**config.mk**
```make
export PLATFORM = sky130hd
export DESIGN_NAME = detector_arbiter
export DESIGN_NICKNAME = d
export VERILOG_FILES = /design/src/rtl/detector_arbiter.sv
export SDC_FILE = /design/constraint.sdc
export NUM_CORES = 1
export LEC_CHECK = 0
export BUFFER_PORTS_ARGS = -buffer_cell sky130_fd_sc_hd__buf_4
export CAP_MARGIN = 20
export CORE_ASPECT_RATIO = 0.9
export CORE_MARGIN = 8
export CORE_UTILIZATION = 30
export CTS_BUF_LIST = sky130_fd_sc_hd__clkbuf_16
export CTS_CLUSTER_DIAMETER = 100
export DETAILED_ROUTE_END_ITERATION = 8
export HOLD_SLACK_MARGIN = 0.1
export MAX_ROUTING_LAYER = met4
export PLACE_DENSITY = 0.56
export SLEW_MARGIN = 20
export SYNTH_ARGS = -nofsm -noshare
export SYNTH_HDL_FRONTEND = slang
export SYNTH_SLANG_ARGS = --single-unit
```
**constraint.sdc**
```tcl
create_clock -name clk -period 2.9 [get_ports clk]
set_clock_uncertainty 0.2 [all_clocks]
set_input_delay 0.29 -clock clk [delete_from_list [all_inputs] [get_ports clk]]
set_output_delay 0.29 -clock clk [all_outputs]
set_load 0.02 [all_outputs]
```
**src/rtl/detector_arbiter.sv**
```systemverilog
// detector_arbiter: round-robin grant of one serial "01" detector among N requesters.
// Latency: grant one edge after req seen in IDLE; z one edge after the detecting bit.
// Backpressure: granted requester owns the detector until last/abort (or burst limit
//    when built with DET_ARB_TIMEOUT_EN); others wait, with a FLUSH+IDLE gap between grants.
module detector_arbiter #(
   parameter int N         = 4,
   parameter int MAX_BURST = 16
) (
   input  logic                   clk,
   input  logic                   rst,
   input  logic [N-1:0]           req,
   input  logic [N-1:0]           bit_in,
   input  logic [N-1:0]           last,
   output logic [N-1:0]           gnt,
   output logic                   z,
   output logic [$clog2(N)-1:0]   z_src,
   output logic                   busy,
   output logic                   timeout
);

   localparam int IW = $clog2(N);

   // Elaboration-time range guard on the configuration.
   if (N < 2 || N > 8 || MAX_BURST < 2 || MAX_BURST > 255) begin : g_bad_param
      $error("detector_arbiter: parameter out of range");
   end

   typedef enum logic [1:0] {IDLE, GRANT, FLUSH} arb_state_t;
   typedef enum logic [1:0] {DET_A, DET_B, DET_C} det_state_t;

   arb_state_t      state_q, state_d;
   det_state_t      det_q, det_d;
   logic [IW-1:0]   ptr_q, ptr_d;
   logic [IW-1:0]   g_q, g_d;
   logic [N-1:0]    gnt_d;
   logic            z_d;
   logic [IW-1:0]   z_src_d;
   logic            timeout_d;
   logic [IW-1:0]   sel;
   logic            found;
   logic            cur_bit;

`ifdef DET_ARB_TIMEOUT_EN
   localparam logic [7:0] BURST_LAST = 8'(MAX_BURST - 1);
   logic [7:0]      cnt_q, cnt_d;
`endif

   // Round-robin pick: first requester at or after ptr, wrapping mod N.
   always_comb begin
      int j;
      logic [IW-1:0] idx;
      sel   = '0;
      found = 1'b0;
      j     = 0;
      idx   = '0;
      for (int i = 0; i < N; i++) begin
         j = int'(ptr_q) + i;
         if (j >= N) j = j - N;
         idx = IW'(j);
         if (!found && req[idx]) begin
            found = 1'b1;
            sel   = idx;
         end
      end
   end

   // Next-state and next-output logic for arbiter, detector and burst counter.
   always_comb begin
      state_d   = state_q;
      det_d     = det_q;
      ptr_d     = ptr_q;
      g_d       = g_q;
      gnt_d     = gnt;
      z_d       = 1'b0;
      z_src_d   = z_src;
      timeout_d = 1'b0;
      cur_bit   = bit_in[g_q];
`ifdef DET_ARB_TIMEOUT_EN
      cnt_d     = cnt_q;
`endif
      case (state_q)
         IDLE: begin
            gnt_d = '0;
            if (found) begin
               state_d    = GRANT;
               g_d        = sel;
               gnt_d[sel] = 1'b1;
               det_d      = DET_A;
`ifdef DET_ARB_TIMEOUT_EN
               cnt_d      = '0;
`endif
            end
         end
         GRANT: begin
            if (req[g_q]) begin
               // Sample the granted requester's bit; only B->1 is a detect.
               det_d = cur_bit ? DET_C : DET_B;
               if (det_q == DET_B && cur_bit) begin
                  z_d     = 1'b1;
                  z_src_d = g_q;
               end
`ifdef DET_ARB_TIMEOUT_EN
               cnt_d = cnt_q + 8'd1;
               if (last[g_q]) begin
                  state_d = FLUSH;
                  gnt_d   = '0;
               end else if (cnt_q == BURST_LAST) begin
                  // Limit reached without last: revoke and flag it.
                  state_d   = FLUSH;
                  gnt_d     = '0;
                  timeout_d = 1'b1;
               end
`else
               if (last[g_q]) begin
                  state_d = FLUSH;
                  gnt_d   = '0;
               end
`endif
            end else begin
               // Requester aborted: nothing sampled this cycle.
               state_d = FLUSH;
               gnt_d   = '0;
            end
         end
         FLUSH: begin
            gnt_d   = '0;
            det_d   = DET_A;
            ptr_d   = (g_q == IW'(N - 1)) ? '0 : g_q + 1'b1;
            state_d = IDLE;
         end
         default: begin
            state_d = IDLE;
            gnt_d   = '0;
         end
      endcase
   end

   // State and output registers; synchronous reset overrides everything.
   always_ff @(posedge clk) begin
      if (rst) begin
         state_q <= IDLE;
         det_q   <= DET_A;
         ptr_q   <= '0;
         g_q     <= '0;
         gnt     <= '0;
         z       <= 1'b0;
         z_src   <= '0;
         timeout <= 1'b0;
`ifdef DET_ARB_TIMEOUT_EN
         cnt_q   <= '0;
`endif
      end else begin
         state_q <= state_d;
         det_q   <= det_d;
         ptr_q   <= ptr_d;
         g_q     <= g_d;
         gnt     <= gnt_d;
         z       <= z_d;
         z_src   <= z_src_d;
         timeout <= timeout_d;
`ifdef DET_ARB_TIMEOUT_EN
         cnt_q   <= cnt_d;
`endif
      end
   end

`ifndef DET_ARB_TIMEOUT_EN
   logic unused_timeout_d;
   assign unused_timeout_d = timeout_d;
`endif

   assign busy = (state_q != IDLE);

endmodule

```
Word-level counts from Yosys, hierarchy flattened
Index checks and enable logic that the tools add are counted.

cells by class
  $add $sub $neg = 8
  eq/ne operators = 7
  muxes and demuxes = 42
  bitwise operators = 2
  reductions and logical operators = 16
  $lt $le $gt $ge = 11

operators with widths
  kind                                                                           count
  2-bit 2-to-1 mux                                                               15
  2-bit by 3-bit less-than comparator with 1-bit output (second input constant)  6
  1-bit binary-select mux with 2-bit select                                      7
  1-bit 2-to-1 mux                                                               13
  4-bit 2-to-1 mux                                                               3
  3-bit >= comparator (second input constant)                                    3
  4-bit one-hot mux with 2 select lines                                          1
  2-bit by 1-bit subtractor with 2-bit output (second input constant)            4
  2-bit by 2-bit adder with 3-bit output (second input constant)                 2
  2-bit one-hot mux with 3 select lines                                          1
  3-bit AND reduction                                                            2
  1-bit logical AND                                                              5
  2-bit by 1-bit == test with 1-bit output (second input constant)               2
  2-bit == test (second input constant)                                          2
  2-bit != test (second input constant)                                          2
  2-bit one-hot mux with 2 select lines                                          1
  2-bit AND reduction                                                            2
  2-bit by 1-bit adder with 3-bit output (second input constant)                 1
  2-bit by 3-bit >= comparator with 1-bit output (second input constant)         1
  1-bit zero test                                                                3
  3-bit != test (second input constant)                                          1
  3-bit nonzero test                                                             1
  3-bit OR reduction                                                             1
  2-bit by 1-bit adder with 2-bit output (second input constant)                 1
  other kinds (5)                                                                6

word-level totals
  input bits = 14
  register bits = 15
  logic and storage cells = 93
  output and inout port bits = 9

Logic depth before layout (Yosys ltp)
  depth in word-level cells = 20
  mapped depth = 5

Least setup slack after synthesis
Ideal clock, no wire load.

  path type = flip-flop to flip-flop
  start point = register g_q[0]
  end point = register det_q[0]
  arrival = 1.544 ns
  buffers on the path = 1
  required time = 2.629 ns
  setup slack = 1.085 ns
  library setup time = 0.071 ns
  clock period less this slack = 1.815 ns
  cell stages (with the launch flop) = 5
  cell sequence = dfxtp_1 -> buf_6 -> mux4_2 -> or4_1 -> a21oi_1

on the way
  cells in the longest elaborated chain, start to end = 5
  elaborated cells on any way between the ends = 9
  those cells by class = 1 x eq/ne; 7 x mux; 1 x reduce/logical

ends and longest elaborated chain
  what                                       RTL line  RTL
  start, declared                            34        logic [IW-1:0] g_q, g_d;
  start signal, assigned                     156       g_q <= g_d;
  1-bit binary-select mux with 2-bit select  77        cur_bit = bit_in[g_q];
  1-bit 2-to-1 mux (not written as such)     77
  2-bit 2-to-1 mux                           97        det_d = cur_bit ? DET_C : DET_B;
  2-bit 2-to-1 mux                           95        if (req[g_q]) begin
  2-bit one-hot mux with 3 select lines      81        case (state_q)
  end signal, assigned                       154       det_q <= det_d;
  end, declared                              32        det_state_t det_q, det_d;

Several ways; a longest one is shown, not always the timed one. The select of a mux whose other input is x is not followed.
A chain may end at the register's enable or synchronous reset.

Final worst setup path
Ends and elaborated chain as after synthesis.

==> flow_summary.toml <==
[global_routing]
met3_usage_pct = 4.26
grt-busiest-layer = "met2"
grt_pass1_wl_mm = 3.11
met2_usage_pct = 13.2
use_met1_pct = 10.1
grt_remaining_overflow = 0
grt_usage_pct = 8.42
grt_max_degree = 12
antenna_found_initial = 0
grt_pass1_vias = 699

[clock_tree]
cts-buffers-inserted = 3
cts_sinks = 15
clk_latency_ns = 0.24
cts_tree = "built"
cts_max_path_buffers = 2
cts_setup_buffers = 0
htree_levels = 1
cts_root_buf = "clkbuf_16"
path_clk_slew_ns = 0.05

[floorplan]
die_y_um = 64.6
die_w_um = 69.9
dieArea_sq_um = 4510
coreArea_sq_um = 2470
start_util_pct = 31.8
ios = 23
fp-row-count = 17

[routing]
via_per_inst = 5.15
drc = 0
antenna_left = 0
first_pass_iters = 4
vias = 705
drt_wl_total_mm = 1.87
drt_iter0_markers = 25
wl_per_cell_um = 13.6

[power]
switching_share_pct = 25.3
power_uw = 625
power.density_nw_per_um2 = 601
p_seq_share_pct = 38.5
power_frac_comb_pct = 20.3
p_switching_uw = 158
vdd_drop_max_mv = 0.537
cellLeakagePower_uw = 0.000460
internal-power_uw = 467
pwr-share-clk_pct = 41.2

[timing]
tightest_slew_ns = 0.631
min_period_over_period_pct = 67.9
rsz0062_at_grt = "false"
setup_viol = 0
hold_viol = 0
relSlewSlack_pct = 57.7
fin_ws_ns = 0.931
finalCriticalPeriod_ns = 1.97
finalMaxSlewViolations = 0
finalSetupTns_ns = 0
fmax_mhz = 508

[place]
place_ws_ns = 0.924
dp_hpwl_mm = 1.53
port_buffers = 21
routabilityCongestion = 0.823
place_area_sq_um = 952

[min_path]
holdCritStartpoint = "det_q[0]"
min_path_cells = 2
hold_class = "reg2reg"

[finish]
fin_area_sq_um = 1040
drive_gt1_share_pct = 26.6
nFillCells = 240
area_growth_pct = 32.5
nets = 125
diodes = 0

[yosys]
synthSimpleGateAreaFrac_pct = 25.3
seq_area_frac_synth_pct = 38.2
synth.area.mux_share_pct = 11.3
synth_top_family_by_area = "simple AND/OR/NAND/NOR gates"
synth_warnings = 0
synth-adder-area-share_pct = 1.59
synth_nets = 102
synth.avg_cell_area_sq_um = 9.03
synth-compound-area-share_pct = 17.8
synthXorXnorAreaFrac_pct = 0
netlist_area_sq_um = 786
synth_cell_types = 32
syn_inst = 87
synth-seq-cells = 15

[critical_path]
required_ns = 2.88
crit_fanout = 9
crit_arrival_ns = 1.94
worstRegToRegCells = 3
crit_type = "reg2reg"
crit_start = "g_q[0]"
end_kind = "flop"
crit-reg2reg-launch = "g_q[0]"
startpoint_type = "flop"

[run]
maxCapViolations = 0

[status]
run_status = "finished, final reports clean"
routing by layer:
metal	share of wire (%)	up-vias
met5	0	-
met2	46	16
met1	49	333
met3	5.2	0
met4	0	0
li1	-	356
registers in the layout, summed over array words and instances (netlist names):
signal / cells
gnt: 4
det_q: 2
g_q: 2
ptr_q: 2
state_q: 2
z_src: 2
z: 1
placed cells by master (no fill, tap or decap):
| master | synthesis | final |
|---|---|---|
| mux2i_1 | 4 | 4 |
| o31a_1 | 1 | 1 |
| nor3b_1 | 1 | 1 |
| a21o_1 | 2 | 2 |
| a22o_1 | 1 | 1 |
| nor4_1 | 1 | 1 |
| a21oi_1 | 6 | 6 |
| a32o_1 | 4 | 4 |
| dfxtp_1 | 15 | 15 |
| o31ai_1 | 1 | 1 |
| mux4_1 | 1 | 1 |
| o21ai_0 | 1 | 1 |
| nand3_1 | 2 | 2 |
| a211oi_1 | 1 | 1 |
| nand4_1 | 1 | 1 |
| ha_1 | 1 | 1 |
| a311oi_1 | 2 | 2 |
| or4_1 | 1 | 1 |
| or2_2 | 4 | 4 |
| dlygate4sd3_1 | 0 | 1 |
| or3_1 | 2 | 2 |
| nand3b_1 | 1 | 1 |
| mux4_2 | 1 | 1 |
| nor3_1 | 1 | 1 |
| conb_1 | 1 | 1 |
| nor2b_1 | 5 | 5 |
| inv_1 | 4 | 5 |
| nand2b_1 | 5 | 5 |
| clkbuf_16 | 0 | 3 |
| buf_4 | 1 | 21 |
| nor2_1 | 9 | 9 |
| nand2_1 | 4 | 4 |
per-stage QoR:
step	cells	utilization, %	hold WS (ns)
global route	137	42.2	0.292
global placement	132	38.6	0.252
CTS	137	42.2	0.253
finish	137	42.2	0.257
detailed placement	132	38.6	0.254
floorplan	87	-	0.239
Yosys cell counts, drive strengths merged:
| cell type | instances | area share, % |
|---|---|---|
| a22o | 1 | 1.1 |
| ha | 1 | 1.6 |
| nor3 | 1 | 0.64 |
| nor4 | 1 | 0.80 |
| conb | 1 | 0.48 |
| nand3 | 2 | 1.3 |
| buf | 2 | 2.4 |
| nor2 | 9 | 4.3 |
| a311oi | 2 | 2.2 |
| mux4 | 2 | 6.2 |
| or3 | 2 | 1.6 |
| nand4 | 1 | 0.80 |
| a21oi | 6 | 3.8 |
| a21o | 2 | 1.9 |
| nand2 | 4 | 1.9 |
| nor3b | 1 | 0.96 |
| dfxtp | 15 | 38 |
| or2 | 4 | 3.2 |
| inv | 4 | 1.9 |
| nor2b | 5 | 4.0 |
| o31a | 1 | 1.1 |
| a32o | 4 | 5.1 |
| a211oi | 1 | 0.96 |
| o31ai | 1 | 0.96 |
| nand2b | 5 | 4.0 |
| o21ai | 1 | 0.64 |
| clkbuf | 2 | 0.96 |
| nand3b | 1 | 0.96 |
| mux2i | 4 | 5.1 |
| or4 | 1 | 0.96 |
cells by family (layout without fill, tap and decap cells):
kind of cell / Yosys count / count (layout)
AOI/OAI and AO/OA: 19 / 19
adders and majority gates: 1 / 1
buffers and inverters: 8 / 30
DFF: 15 / 15
muxes: 6 / 6
other: 1 / 1
and+or+nand+nor: 37 / 37
final timing paths:
path / to / slack (ns)
max reg2reg: det_q[0] / 0.93
max: det_q[0] / 0.93
min reg2reg: det_q[0] / 0.26
min: det_q[0] / 0.26
power groups by stage:
stage	Clock [uW]	Combinational, uW	Sequential [uW]
finish	258	127	241
global route	276	141	243
CTS	264	128	241
detailed placement	0	127	245
global placement	0	125	244
floorplan	0	88.5	240
worst max-delay path, stage by stage, from the launching register on:
cell     delay, ns
dfxtp_1       0.50
mux4_2        0.57
or4_1         0.48
a21oi_1       0.14
layout make-up:
type / instances / area, sq um / area share [%]
Multi-Input combinational cell: 64 / 444 / 42.7
Sequential cell: 15 / 300 / 28.8
Timing Repair Buffer: 22 / 168 / 16.1
Clock buffer: 3 / 75.1 / 7.21
Tap cell: 28 / 35.0 / 3.37
Inverter: 4 / 15.0 / 1.44
Clock inverter: 1 / 3.75 / 0.361
repair_timing:
item,CTS,global route
endpoints found under the hold margin,4,0
hold buffers,1,0
resized for setup,0,0
Note: power is estimated with default switching activity, not from simulation.
